<file path="config.mk">
export PLATFORM = sky130hd
export DESIGN_NAME = icache_refill_controller
export DESIGN_NICKNAME = d
export VERILOG_FILES = /design/src/rtl/icache_refill_controller.sv
export SDC_FILE = /design/constraint.sdc
export NUM_CORES = 1
export LEC_CHECK = 0
export CORE_UTILIZATION = 29
export DETAILED_ROUTE_END_ITERATION = 7
export MAX_ROUTING_LAYER = met4
export PLACE_DENSITY = 0.81
export SLEW_MARGIN = 40
export SYNTH_ARGS = -nofsm -noshare
export SYNTH_HDL_FRONTEND = slang
export SYNTH_SLANG_ARGS = --single-unit
</file>
<file path="constraint.sdc">
create_clock -name clk -period 1.8 [get_ports clk]
set_clock_uncertainty 0.15 [all_clocks]
set_input_delay 0.18 -clock clk [delete_from_list [all_inputs] [get_ports clk]]
set_output_delay 0.18 -clock clk [all_outputs]
set_load 0.02 [all_outputs]
</file>
<file path="src/rtl/icache_refill_controller.sv">
// I-cache line refill sequencer: miss -> line request -> 16 word writes -> tag write.
// Ports: clk/rst, miss+hit inputs, mem req/rsp, data-array write, tag write, busy/done. Option: ICACHE_PLRU_EN.
module icache_refill_controller #(
  parameter int ICACHE_NUM_WAYS = 4,
  parameter int ICACHE_NUM_SETS = 64,
  parameter int ICACHE_CL_SIZE  = 64
) (
  input  logic                       clk,
  input  logic                       rst,
  input  logic                       cache_miss,
  input  logic [31:0]                miss_addr,
  input  logic                       hit_valid,
  input  logic [1:0]                 hit_way,
  input  logic [5:0]                 hit_set,
  output logic                       mem_req_valid,
  input  logic                       mem_req_ready,
  output logic [31:0]                mem_req_addr,
  input  logic                       mem_rsp_valid,
  input  logic [31:0]                mem_rsp_data,
  output logic                       data_wr_en,
  output logic [1:0]                 data_wr_way,
  output logic [5:0]                 data_wr_set,
  output logic [3:0]                 data_wr_word,
  output logic [31:0]                data_wr_data,
  output logic [ICACHE_NUM_WAYS-1:0] update_tag_en,
  output logic [5:0]                 update_tag_set,
  output logic [19:0]                update_tag,
  output logic                       refill_busy,
  output logic                       refill_done
);

  localparam int WORDS = ICACHE_CL_SIZE / 4;
  localparam logic [1:0] S_IDLE = 2'd0;
  localparam logic [1:0] S_REQ  = 2'd1;
  localparam logic [1:0] S_FILL = 2'd2;
  localparam logic [1:0] S_UPD  = 2'd3;

  logic [1:0]  state_q, state_d;
  logic [25:0] line_q, line_d;
  logic [1:0]  way_q, way_d;
  logic [3:0]  cnt_q, cnt_d;
  logic [1:0]  victim;

  wire unused_addr = ^miss_addr[5:0];

`ifdef ICACHE_PLRU_EN
  // Tree bit 0 picks the pair (1 = ways 2/3), bit 1/2 pick within a pair.
  logic [ICACHE_NUM_SETS-1:0][2:0] plru_q, plru_d;
  logic [2:0] miss_tree;

  function automatic logic [2:0] touch(input logic [2:0] t,
                                       input logic [1:0] w);
    logic [2:0] r;
    r = t;
    r[0] = ~w[1];
    if (w[1]) r[2] = ~w[0];
    else      r[1] = ~w[0];
    return r;
  endfunction

  assign miss_tree = plru_q[miss_addr[11:6]];
  assign victim = miss_tree[0] ? {1'b1, miss_tree[2]}
                               : {1'b0, miss_tree[1]};

  // Refill touch comes after the hit touch so it wins on a same-set clash.
  always_comb begin
    plru_d = plru_q;
    if (hit_valid)
      plru_d[hit_set] = touch(plru_d[hit_set], hit_way);
    if (state_q == S_UPD)
      plru_d[line_q[5:0]] = touch(plru_d[line_q[5:0]], way_q);
  end

  always_ff @(posedge clk) begin
    if (rst) plru_q <= '0;
    else     plru_q <= plru_d;
  end
`else
  logic [1:0] rr_q, rr_d;
  wire unused_hit = ^{hit_valid, hit_way, hit_set};

  assign victim = rr_q;

  always_comb begin
    rr_d = rr_q;
    if (state_q == S_UPD) rr_d = rr_q + 2'd1;
  end

  always_ff @(posedge clk) begin
    if (rst) rr_q <= '0;
    else     rr_q <= rr_d;
  end
`endif

  always_comb begin
    state_d        = state_q;
    line_d         = line_q;
    way_d          = way_q;
    cnt_d          = cnt_q;
    mem_req_valid  = 1'b0;
    mem_req_addr   = '0;
    data_wr_en     = 1'b0;
    data_wr_way    = '0;
    data_wr_set    = '0;
    data_wr_word   = '0;
    data_wr_data   = '0;
    update_tag_en  = '0;
    update_tag_set = '0;
    update_tag     = '0;
    refill_done    = 1'b0;
    unique case (state_q)
      S_IDLE: begin
        if (cache_miss) begin
          line_d  = miss_addr[31:6];
          way_d   = victim;
          cnt_d   = '0;
          state_d = S_REQ;
        end
      end
      S_REQ: begin
        mem_req_valid = 1'b1;
        mem_req_addr  = {line_q, 6'b0};
        if (mem_req_ready) state_d = S_FILL;
      end
      S_FILL: begin
        if (mem_rsp_valid) begin
          data_wr_en   = 1'b1;
          data_wr_way  = way_q;
          data_wr_set  = line_q[5:0];
          data_wr_word = cnt_q;
          data_wr_data = mem_rsp_data;
          cnt_d        = cnt_q + 4'd1;
          if (cnt_q == 4'(WORDS - 1)) state_d = S_UPD;
        end
      end
      S_UPD: begin
        update_tag_en[way_q] = 1'b1;
        update_tag_set       = line_q[5:0];
        update_tag           = line_q[25:6];
        refill_done          = 1'b1;
        state_d              = S_IDLE;
      end
      default: state_d = S_IDLE;
    endcase
  end

  assign refill_busy = (state_q != S_IDLE);

  always_ff @(posedge clk) begin
    if (rst) begin
      state_q <= S_IDLE;
      line_q  <= '0;
      way_q   <= '0;
      cnt_q   <= '0;
    end else begin
      state_q <= state_d;
      line_q  <= line_d;
      way_q   <= way_d;
      cnt_q   <= cnt_d;
    end
  end

endmodule

</file>
==> run metrics <==
status finished with violations; failing checks setup timing; Ant. Diodes 0; VDD IR max about 0.00054 V; # setup viols final 5; die footprint 7870 um^2; DR DRC count 0; ANT nets after route 0; TNS Setup -0.0454 ns; CTS root buf clkbuf_8; drt total wl 7740 um; initial antenna violation count 0; number of buffers created by CTS 5; Routed wire per std cell 13.6 um; Starting Density between 30 and 40%; CTS tree done; CP Class reg -> reg; synth warn 0; fin nets around 550; post-route worst setup slack -0.0218 ns; commonest non-fill, non-tap cell in the layout clkdlybuf4s50_1; clk sinks 36; DRT Pass-1 Iters 4; share of cells above drive strength 1 roughly a third; Synth area leader dfxtp_1; period utilisation layout 101%; delay-heaviest family, CP flip-flops; Power Density 930 nW/um^2; Post-synth EDFFs 0; synthesized area per cell roughly 7.3 um^2; Bufs and invs on worst path 2; input/output buffers roughly 170; R2R cell count 7; Seq/Total Area, Yosys roughly 33%; via count 2653; placed cell count ~560; Hold Buf Count CTS 0; number of vias per cell roughly 4.7; max-slew violations 0; worst hold stages 3; WHS approximately 0.28 ns; cells along the critical path inv_2, ha_4, buf_6, nor2b_4, a2111oi_4, mux2i_1, nor2_1; slowest stage delay, CP approximately 0.37 ns; Clk Latency, worst-skew pair 0.29 ns; IO Pins 188; critical path depth 7; Rows 31; Data arrival, critical path between 1.5 and 2 ns; Worst setup EP type register; pin count of the biggest net entering global routing 45; startpoint types register; Placer Congestion around 0.8; Synth Area in Adders approximately 2.9%; most frequent cells in the layout 62 x clkdlybuf4s50_1, 61 x nand2_1, 55 x buf_2, 54 x and2_1, 40 x and3_1; chip width slightly below 90 um; post-synth top area share roughly a third; post-synthesis mux area share 0.459%; RSZ-0062 raised after global routing true; vias in the first global route 2415; final hold violation count 0; min cycle time layout roughly 1.8 ns; area added between synthesis and finish 86.6%; core area ~7300 um^2; hold crit path type in -> reg; Post-Synth Simple-Gate Area a little under half; number of max-cap violations 0; Mapped Cells roughly 300; fin util between 50% and 60%; first-pass GRT wire length 11200 um; grt total ovfl 0; CP max-delay cell dfxtp_4; non-filler cells, final 570; complex-gate fraction of the synthesized area about a tenth; Filler cells roughly 700; Top FF cell, synth dfxtp_1; CP Max Fanout 7; P_leak 1.92 nW; First DRT Iteration DRCs 83; Die H between 80 and 90 um; largest family of logic cells by synthesized area simple AND/OR/NAND/NOR gates; synth top area cells dfxtp_1 33%, and2_1 15%, and3_1 13%, nand2_1 11%, a21oi_1 6.9%; clock tree buffer depth 2; Clock transition at path regs approximately 0.070 ns; mapped cell area 2180 um^2; Required @ worst endpoint about 1.8 ns; max frequency about 550 MHz; flops & latches, synth 36; H-Tree Depth 2; hpwl dp approximately 5900 um; Synth Area in XOR/XNOR under 10%; gr usage total roughly a fifth; asr flop ratio synth 0%; Distinct cells, synth 30
where the power goes:
group,switching (mW),internal [mW],total (mW)
sequential,0.116,0.946,1.06
combinational,1.09,0.927,2.01
clock,0.298,0.410,0.707
per-stage QoR:
step / setup slack, ns / total power [mW] / area, um^2
global placement: -0.223 / 2.90 / 4020
detailed placement: -0.233 / 2.95 / 4020
CTS: -0.0198 / 3.74 / 4100
floorplan: 0.00491 / 2.09 / 2200
finish: -0.0218 / 3.78 / 4070
global route: -0.0978 / 4.03 / 4070
metal layers:
metal  vias to the layer above  track usage (%)  share of wire, %  routed length [um]
li1                       1298                -                 -                   -
met4                         0             8.65               3.7                 284
met1                      1206             18.8                36                2760
met5                         -                -                 0                   0
met2                       130             35.0                51                3930
met3                        19             5.13               9.9                 766
final cells by class:
type	instances	area [um^2]	share of cell area, %
Tap cell	99	124	3.05
Clock buffer	5	68.8	1.69
Inverter	4	15.0	0.369
Clock inverter	3	42.5	1.05
Sequential cell	36	728	17.9
Multi-Input combinational cell	233	1400	34.5
Timing Repair Buffer	190	1690	41.4
worst paths after layout:
| kind | startpoint | slack (ns) | to |
|---|---|---|---|
| max reg2reg | state_q[0] | -0.02 | state_q[1] |
| max | state_q[0] | -0.02 | state_q[1] |
| min reg2reg | line_q[25] | 0.32 | line_q[25] |
| min | miss_addr[17] | 0.28 | line_q[11] |
logic make-up (layout without fill, tap and decap cells):
| family | Yosys count | in the layout |
|---|---|---|
| AO/OA/AOI/OAI | 36 | 36 |
| adder cells (fa/ha/maj) | 5 | 5 |
| other | 1 | 6 |
| XOR/XNOR | 4 | 4 |
| flip-flops | 36 | 36 |
| AND/OR/NAND/NOR | 181 | 181 |
| multiplexers | 1 | 1 |
| buffers and inverters | 35 | 202 |
worst reg2reg max path: stages, from the launching register on:
cell	delay, ns
dfxtp_4	0.37
inv_2	0.05
ha_4	0.19
buf_6	0.14
nor2b_4	0.15
a2111oi_4	0.36
mux2i_1	0.24
nor2_1	0.06
synthesized netlist by cell type, types with 3 or more instances:
| library cell | number |
|---|---|
| dfxtp_1 | 36 |
| nor2_1 | 8 |
| o21ai_0 | 3 |
| xnor2_1 | 3 |
| and3_1 | 44 |
| and2_1 | 54 |
| inv_1 | 4 |
| nand2_1 | 61 |
| ha_1 | 5 |
| clkbuf_1 | 20 |
| a21oi_1 | 30 |
| buf_4 | 6 |
| buf_2 | 4 |
flip-flops by register name, summed over array words and instances (netlist names):
register  count
state_q       2
cnt_q         4
line_q       26
rr_q          2
way_q         2
what timing repair did:
action                                  CTS  global route
endpoints found under the setup margin  108            61
pin swaps                                 3             6
setup buffers                             1             1
gates cloned                              1             0
resized for setup                       366            24
Power figures use the tool's default switching activity.
